<file path="config.mk">
export PLATFORM = sky130hd
export DESIGN_NAME = shift_unit
export DESIGN_NICKNAME = d
export VERILOG_FILES = /design/src/rtl/shift_unit.sv
export SDC_FILE = /design/constraint.sdc
export NUM_CORES = 1
export LEC_CHECK = 0
export CELL_PAD_IN_SITES_DETAIL_PLACEMENT = 2
export CELL_PAD_IN_SITES_GLOBAL_PLACEMENT = 2
export CORE_ASPECT_RATIO = 2
export CORE_MARGIN = 2
export CORE_UTILIZATION = 33
export CTS_CLUSTER_DIAMETER = 80
export CTS_CLUSTER_SIZE = 10
export DETAILED_ROUTE_END_ITERATION = 7
export PLACE_DENSITY = 0.8
export SYNTH_ARGS = -nofsm -noshare
export SYNTH_HDL_FRONTEND = slang
export SYNTH_SLANG_ARGS = --single-unit
</file>
<file path="constraint.sdc">
create_clock -name alu_clk -period 2.95 [get_ports alu_clk]
set_clock_uncertainty 0.15 [all_clocks]
set_input_delay 0.59 -clock alu_clk [delete_from_list [all_inputs] [get_ports alu_clk]]
set_output_delay 0.59 -clock alu_clk [all_outputs]
set_load 0.01 [all_outputs]
</file>
<file path="src/rtl/shift_unit.sv">
// Multi-cycle shifter/rotator with one single-bit step per clock and an IDLE/SHIFT/DONE handshake.
// Optional zero/negative result flags are enabled by defining SHIFT_UNIT_FLAGS_EN.
module shift_unit #(
  parameter int WIDTH = 8,
  parameter int AMT_W = 4
) (
  input  logic             alu_clk,
  input  logic             alu_rst,
  input  logic             start,
  input  logic [2:0]       operation,
  input  logic [AMT_W-1:0] amount,
  input  logic [WIDTH-1:0] in,
  input  logic             clear,
  output logic [WIDTH-1:0] out,
  output logic             carry_out,
  output logic             busy,
  output logic             done
`ifdef SHIFT_UNIT_FLAGS_EN
  ,
  output logic             zero_out,
  output logic             neg_out
`endif
);

  typedef enum logic [1:0] {S_IDLE, S_SHIFT, S_DONE} state_t;
  typedef enum logic [2:0] {
    OP_PASS = 3'b000, OP_SHL = 3'b001, OP_SHR = 3'b010, OP_SAR = 3'b011,
    OP_ROL  = 3'b100, OP_ROR = 3'b101, OP_RCL = 3'b110, OP_RCR = 3'b111
  } op_t;

  state_t           r_state, w_next_state;
  op_t              r_op;
  logic [WIDTH-1:0] r_work, w_step_work;
  logic             r_wcarry, w_step_carry;
  logic [AMT_W-1:0] r_count;
  logic             w_accept;
  logic             w_finish;

  assign w_accept = start && (r_state == S_IDLE || r_state == S_DONE);
  assign w_finish = (r_state == S_SHIFT) && (r_count == '0);
  assign busy     = (r_state == S_SHIFT);
  assign done     = (r_state == S_DONE);

  // NOTE: sequential state uses <= so every register samples pre-edge values.
  always_ff @(posedge alu_clk or posedge alu_rst) begin
    if (alu_rst) r_state <= S_IDLE;
    else         r_state <= w_next_state;
  end

  // NOTE: defaults first so no path through this block infers a latch.
  always_comb begin
    w_next_state = r_state;
    if (clear) begin
      w_next_state = S_IDLE;
    end else begin
      case (r_state)
        S_IDLE:  if (start) w_next_state = S_SHIFT;
        S_SHIFT: if (r_count == '0) w_next_state = S_DONE;
        S_DONE:  w_next_state = start ? S_SHIFT : S_IDLE;
        default: w_next_state = S_IDLE;
      endcase
    end
  end

  // One single-bit step of the captured operation; RCL/RCR rotate through the carry.
  always_comb begin
    w_step_work  = r_work;
    w_step_carry = r_wcarry;
    case (r_op)
      OP_PASS: ;
      OP_SHL: begin w_step_work = {r_work[WIDTH-2:0], 1'b0};        w_step_carry = r_work[WIDTH-1]; end
      OP_SHR: begin w_step_work = {1'b0, r_work[WIDTH-1:1]};        w_step_carry = r_work[0];       end
      OP_SAR: begin w_step_work = {r_work[WIDTH-1], r_work[WIDTH-1:1]}; w_step_carry = r_work[0];   end
      OP_ROL: begin w_step_work = {r_work[WIDTH-2:0], r_work[WIDTH-1]}; w_step_carry = r_work[WIDTH-1]; end
      OP_ROR: begin w_step_work = {r_work[0], r_work[WIDTH-1:1]};   w_step_carry = r_work[0];       end
      OP_RCL: begin w_step_work = {r_work[WIDTH-2:0], r_wcarry};    w_step_carry = r_work[WIDTH-1]; end
      OP_RCR: begin w_step_work = {r_wcarry, r_work[WIDTH-1:1]};    w_step_carry = r_work[0];       end
      default: ;
    endcase
  end

  always_ff @(posedge alu_clk or posedge alu_rst) begin
    if (alu_rst) begin
      r_op      <= OP_PASS;
      r_work    <= '0;
      r_wcarry  <= 1'b0;
      r_count   <= '0;
      out       <= '0;
      carry_out <= 1'b0;
    end else if (clear) begin
      r_work    <= '0;
      r_wcarry  <= 1'b0;
      r_count   <= '0;
      out       <= '0;
      carry_out <= 1'b0;
    end else if (w_accept) begin
      r_op     <= op_t'(operation);
      r_work   <= in;
      r_wcarry <= carry_out;
      r_count  <= amount;
    end else if (r_state == S_SHIFT) begin
      if (r_count != '0) begin
        r_work   <= w_step_work;
        r_wcarry <= w_step_carry;
        r_count  <= r_count - AMT_W'(1);
      end else begin
        out       <= r_work;
        carry_out <= r_wcarry;
      end
    end
  end

`ifdef SHIFT_UNIT_FLAGS_EN
  // Flags track the value written to out, so they update on the same edge.
  always_ff @(posedge alu_clk or posedge alu_rst) begin
    if (alu_rst) begin
      zero_out <= 1'b1;
      neg_out  <= 1'b0;
    end else if (clear) begin
      zero_out <= 1'b1;
      neg_out  <= 1'b0;
    end else if (w_finish) begin
      zero_out <= (r_work == '0);
      neg_out  <= r_work[WIDTH-1];
    end
  end
`else
  // Flag outputs are not built in this configuration.
  logic w_unused_finish;
  assign w_unused_finish = w_finish;
`endif

endmodule

</file>
==> impl_metrics.env, run 1 <==
export IMPL_via_count=1399
export IMPL_netSwitchingFraction=0.359
export IMPL_ys_top_cells_by_area="dfrtp_1 (44%), a21oi_1 (8.1%), nand2_1 (4.8%)"
export IMPL_dp_hpwl_mm=3.59
export IMPL_area_sequential_sq_um=676
export IMPL_maximum_fanout_encountered_on_the_critical_timing_path=13
export IMPL_die_width_microns=52.5
export IMPL_crit_required_ns=2.21
export IMPL_run_status="finished, final reports clean"
export IMPL_synth_commonest_cells="dfrtp_1 (27), a21oi_1 (25), nand2_1 (20), nor2_1 (16), nand3_1 (9)"
export IMPL_final_hold_violation_count=0
export IMPL_p_leak_nw=0.809
export IMPL_timing_critical_path_from_type="register"
export IMPL_synth_fp_nets=197
export IMPL_most_used_standard_cell_by_instance_count_after_synthesis="dfrtp_1"
export IMPL_power_frac_comb=0.327
export IMPL_fmax_ghz=0.425
export IMPL_power_frac_clock=0.210
export IMPL_power_sequential_fraction=0.463
export IMPL_report_final_slew_viol_count=0
export IMPL_setup_viol=0
export IMPL_port_buffers=29
export IMPL_yosys_warnings=0
export IMPL_synth_seq_area_share=0.436
export IMPL_synth_main_ff_cell="dfrtp_1"
export IMPL_tot_gr_track_use=0.197
export IMPL_grt_start_max_net_pins=28
export IMPL_die_area_sq_um=5300
export IMPL_detail_route_first_pass_iterations=4
export IMPL_worstRegToRegCells=7
export IMPL_worstSkewPairLatency_ns=0.28
export IMPL_antenna_cells_inserted=0
export IMPL_nFillCells=542
export IMPL_cts_hold_fix_buffers=0
export IMPL_total_nets_final=225
export IMPL_area_delta_synth_final_pct=24.9
export IMPL_clk_pin_slew_ns=0.10
export IMPL_drc_errors=0
export IMPL_regToRegStartpoint="r_count[0]"
export IMPL_multi_input_comb_area_sq_um=792
export IMPL_drive_gt1_frac=0.0900
export IMPL_tritoncts_clock_tree="yes"
export IMPL_cts_root_buffer_cell="clkbuf_8"
export IMPL_design_portCount=30
export IMPL_antenna_left=0
export IMPL_hold_depth=2
export IMPL_cts_buffers=3
export IMPL_via_per_inst=5.49
export IMPL_ctsResizeCount=0
export IMPL_core_region_area_sq_um=4550
export IMPL_timing_rr_end="r_work[7]"
export IMPL_grt_first_pass_wirelength_mm=7.89
export IMPL_numPlacedInstances=251
export IMPL_routed_wire_length_per_instance_microns=18.5
export IMPL_initial_core_util=0.340
export IMPL_layout_min_cycle_time_ns=2.35
export IMPL_number_of_global_route_vias_before_repair=1645
export IMPL_regToRegSetupSlack_ns=0.71
export IMPL_timing_slew_headroom=0.578
export IMPL_power_ir_vdd_worst_mv=0.263
export IMPL_initial_antenna_violation_count=0
export IMPL_critical_path_startpoint="r_state[1]"
export IMPL_cellPowerDensity_nw_per_um2=540
export IMPL_cts_max_path_buffers=2
export IMPL_netlist_area_leader_share=0.436
export IMPL_netlist_top_cell_by_area="dfrtp_1"
export IMPL_detail_route_wirelength_mm=4.71
export IMPL_synthCells=173
export IMPL_fin_tns_setup_ns=0
export IMPL_std_cell_rows=35
export IMPL_placer_s_final_routability_congestion_estimate=0.818
export IMPL_yosys_cell_types_count=38
export IMPL_period_share=0.797
export IMPL_synth_enable_flop_cells=0
export IMPL_tightestPinTransition_ns=0.632
export IMPL_async_flop_share=1.00
export IMPL_postCtsSetupBuffers=0
export IMPL_rsz0062_at_grt="no"
export IMPL_drtIter0Drc=8
export IMPL_final_cell_count_no_fill=255
export IMPL_chipHeight_microns=101
export IMPL_worstSetupEndpointType="primary output"
export IMPL_h_tree_depth=1
export IMPL_placed_cell_area_sq_um=1890
export IMPL_synth_ff_latch_count=27
export IMPL_timing_max_cap_violations=0
export IMPL_net_switching_power_uw=375
export IMPL_worstHoldPathType="register to register"
export IMPL_worstSetupPathType="register to primary output"
export IMPL_mappedNetlistArea_sq_um=1550
export IMPL_power_internal_uw=670
export IMPL_gr_total_overflow=0
export IMPL_critical_path_arrival_ns=1.61
export IMPL_hold_crit_start="out[1]"
export IMPL_min_delay_worst_endpoint="out[1]"
export IMPL_stdcell_area_sq_um=1940
export IMPL_post_synth_cell_area_avg_sq_um=8.96
export IMPL_numClockSinks=27
-- flip-flops by register name (all words and copies together) (netlist names) --
| name | flops |
|---|---|
| out | 8 |
| r_work | 8 |
| r_count | 4 |
| r_op | 3 |
| r_state | 2 |
| carry_out | 1 |
| r_wcarry | 1 |
-- through the flow --
stage          power, mW  setup WS (ns)  hold slack [ns]   util
2_1_floorplan      0.713           1.07            0.357      -
5_1_grt             1.11          0.509            0.417  0.425
6_report            1.04          0.599            0.386  0.425
3_3_place_gp       0.809          0.575            0.362  0.415
4_1_cts             1.06          0.593            0.388  0.425
3_5_place_dp       0.833          0.453            0.374  0.415
-- power groups by stage --
stage                     Combinational (mW)  Sequential, mW  Clock (mW)
after floorplan                        0.256           0.457           0
after CTS                              0.346           0.484       0.228
final                                  0.342           0.484       0.219
after detailed placement               0.341           0.491           0
after global placement                 0.322           0.487           0
after global routing                   0.383           0.494       0.235
-- layout make-up --
type,instances,share of cell area
Multi-Input combinational cell,128,0.409
Clock buffer,4,0.0233
Tap cell,55,0.0356
Timing Repair Buffer,34,0.169
Inverter,7,0.0136
Sequential cell,27,0.349
-- critical path: stages, from the launching register on --
cell and delay (ns):
dfrtp_1 0.42, nor2b_4 0.31, clkdlybuf4s50_1 0.61
-- routing by layer --
layer,vias up,GRT usage,routed length (microns)
met2,29,0.384,2770
met4,0,0.0690,86
met3,9,0.0163,94
li1,661,-,-
met5,-,0,0
met1,700,0.208,1760
-- kinds of logic after synthesis --
group,share of synthesized area
AO/OA/AOI/OAI,0.268
XOR/XNOR,0.00565
adder cells (fa/ha/maj),0.0404
buffers and inverters,0.0533
flip-flops,0.436
multiplexers,0.0234
AND/OR/NAND/NOR,0.174
-- cells in the final DEF, fill, tap and decap left out, types with 5 or more instances in the layout --
cell / instances
ha_1: 5
buf_4: 5
dfrtp_1: 27
a21oi_1: 25
a2bb2oi_1: 5
nand2_1: 20
a22oi_1: 5
nor2_1: 16
inv_1: 6
nand3_1: 9
clkdlybuf4s50_1: 29
-- worst max-delay path by stage --
stage / end / slack, ns
after floorplan: r_work[6] / 1.07
final: busy / 0.60
after CTS: busy / 0.59
after detailed placement: r_work[0] / 0.45
after global routing: r_work[7] / 0.51
after global placement: r_work[0] / 0.57
(Power assumes the default switching activity.)
==> inputs of run 2 (changes only) <==
CORE_UTILIZATION = 31   (was 33)
PLACE_DENSITY = 0.76   (was 0.8)
clock period = 2.3 ns   (was 2.95 ns; I/O delays follow)
==> impl_metrics.env, run 2 (synthesized netlist as in run 1, its figures left out) <==
export IMPL_worstSetupPathType="register to primary output"
export IMPL_initial_antenna_violation_count=0
export IMPL_clk_pin_slew_ns=0.10
export IMPL_fmax_ghz=0.458
export IMPL_drt_met1_wl_mm=1.75
export IMPL_via_per_inst=5.46
export IMPL_detail_route_first_pass_iterations=4
export IMPL_antenna_left=0
export IMPL_rsz0062_at_grt="no"
export IMPL_antenna_cells_inserted=0
export IMPL_number_of_global_route_vias_before_repair=1614
export IMPL_std_cell_rows=36
export IMPL_design_portCount=30
export IMPL_critical_path_top_delay_family="buffers and inverters"
export IMPL_numPlacedInstances=257
export IMPL_drc_errors=0
export IMPL_worstSkewPairLatency_ns=0.27
export IMPL_area_delta_synth_final_pct=27.6
export IMPL_postCtsSetupBuffers=0
export IMPL_highest_signal_layer="met4"
export IMPL_numClockSinks=27
export IMPL_final_hold_violation_count=0
export IMPL_cts_hold_fix_buffers=0
export IMPL_area_sequential_sq_um=676
export IMPL_port_buffers=29
export IMPL_cellPowerDensity_nw_per_um2=693
export IMPL_fin_tns_setup_ns=0
export IMPL_cts_buffers=3
export IMPL_worstHoldPathType="register to register"
export IMPL_tightestPinTransition_ns=0.505
export IMPL_nFillCells=553
export IMPL_placer_s_final_routability_congestion_estimate=0.805
export IMPL_timing_critical_path_slowest_cell_delay_ns=0.54
export IMPL_power_ir_vdd_worst_mv=0.314
export IMPL_met3_wirelength_microns=108
export IMPL_layout_cells_most_common="clkdlybuf4s50_1"
export IMPL_p_leak_nw=0.831
export IMPL_die_width_microns=54.0
export IMPL_detail_route_wirelength_mm=4.84
export IMPL_critical_path_arrival_ns=1.57
export IMPL_cts_root_buffer_cell="clkbuf_8"
export IMPL_total_nets_final=229
export IMPL_timing_slew_headroom=0.661
export IMPL_critical_path_slowest_cell="clkdlybuf4s50_1"
export IMPL_crit_chain="nor2b_4 -> buf_4 -> clkdlybuf4s50_1"
export IMPL_routed_wire_length_per_instance_microns=18.5
export IMPL_setup_viol=0
export IMPL_timing_max_cap_violations=0
export IMPL_grt_start_max_net_pins=28
export IMPL_drive_gt1_frac=0.113
export IMPL_layout_core_utilization=0.407
export IMPL_die_area_sq_um=5620
export IMPL_initial_core_util=0.319
export IMPL_wire_length_on_met2_mm=2.89
export IMPL_dp_hpwl_mm=3.76
export IMPL_core_region_area_sq_um=4860
export IMPL_worstSetupEndpointType="primary output"
export IMPL_grt_first_pass_wirelength_mm=7.89
export IMPL_multi_input_comb_area_sq_um=802
export IMPL_drtIter0Drc=19
export IMPL_layout_cells_most_common_list="clkdlybuf4s50_1 (29), dfrtp_1 (27), a21oi_1 (25), nand2_1 (20), nor2_1 (16)"
export IMPL_timing_critical_path_buf_inv=2
export IMPL_final_cell_count_no_fill=261
export IMPL_h_tree_depth=1
export IMPL_largestRegisters="out: 8 flops, r_work: 8 flops, r_count: 4 flops"
export IMPL_tot_gr_track_use=0.187
export IMPL_run_status="finished, final reports clean"
export IMPL_tritoncts_clock_tree="yes"
export IMPL_maximum_fanout_encountered_on_the_critical_timing_path=10
export IMPL_layout_min_cycle_time_ns=2.18
export IMPL_gr_total_overflow=0
export IMPL_period_share=0.949
export IMPL_crit_required_ns=1.69
export IMPL_chipHeight_microns=104
export IMPL_via_count=1424
export IMPL_report_final_slew_viol_count=0
export IMPL_cts_max_path_buffers=2
export IMPL_timing_critical_path_from_type="register"
run 2: changes by cell type in the layout (fill, tap and decap cells not counted):
cell | previous run | this run
nor2b_2 | 0 | 1
o21bai_2 | 1 | 0
nor2b_1 | 3 | 2
buf_4 | 5 | 9
o21bai_4 | 0 | 1
run 2: what timing repair did:
item	CTS	global route
setup endpoints to repair	0	5
resized for setup	0	2
hold endpoints to repair	0	0
run 2: per-stage QoR:
| stage | total power, mW | hold slack [ns] | worst slack (ns) | cell area (sq um) |
|---|---|---|---|---|
| after floorplan | 0.914 | 0.357 | 0.415 | 1550 |
| after global placement | 1.05 | 0.360 | 0.187 | 1920 |
| after CTS | 1.38 | 0.389 | 0.0330 | 1970 |
| final | 1.37 | 0.385 | 0.118 | 1980 |
| after detailed placement | 1.09 | 0.375 | 0.0964 | 1920 |
| after global routing | 1.46 | 0.408 | 0.0255 | 1980 |
run 2: metal layers:
layer / up-vias / global-route usage
li1: 670 / -
met1: 720 / 0.202
met2: 26 / 0.357
met3: 8 / 0.0144
met4: 0 / 0.0554
met5: - / 0
run 2: worst paths after layout:
check	startpoint	to	slack, ns	depth (start not counted)
worst max-delay path	r_state[1]	busy	0.12	3
max in group asynchronous	alu_rst	r_work[6]	1.33	3
worst min register to register	out[7]	out[7]	0.38	2
worst max register to register	r_count[0]	r_work[7]	0.26	7
min in group asynchronous	alu_rst	carry_out	0.40	3
worst min-delay path	out[7]	out[7]	0.38	2
run 2: worst reg2reg max path, delay by kind of cell (launching register included):
family	cells	cell delay [ns]
simple gates	2	0.52
compound gates	2	0.26
mux	1	0.33
flops	1	0.42
fa+ha+maj	1	0.19
buf+inv	1	0.10
run 2: area by class of cell:
class,count,share of cell area
Clock buffer,4,0.0228
Inverter,7,0.0133
Multi-Input combinational cell,128,0.405
Sequential cell,27,0.342
Tap cell,57,0.0361
Timing Repair Buffer,38,0.181
run 2: report_power, final:
| part | internal, mW | switching [mW] |
|---|---|---|
| combinational | 0.218 | 0.263 |
| sequential | 0.532 | 0.0780 |
| clock | 0.124 | 0.156 |
| total | 0.874 | 0.496 |
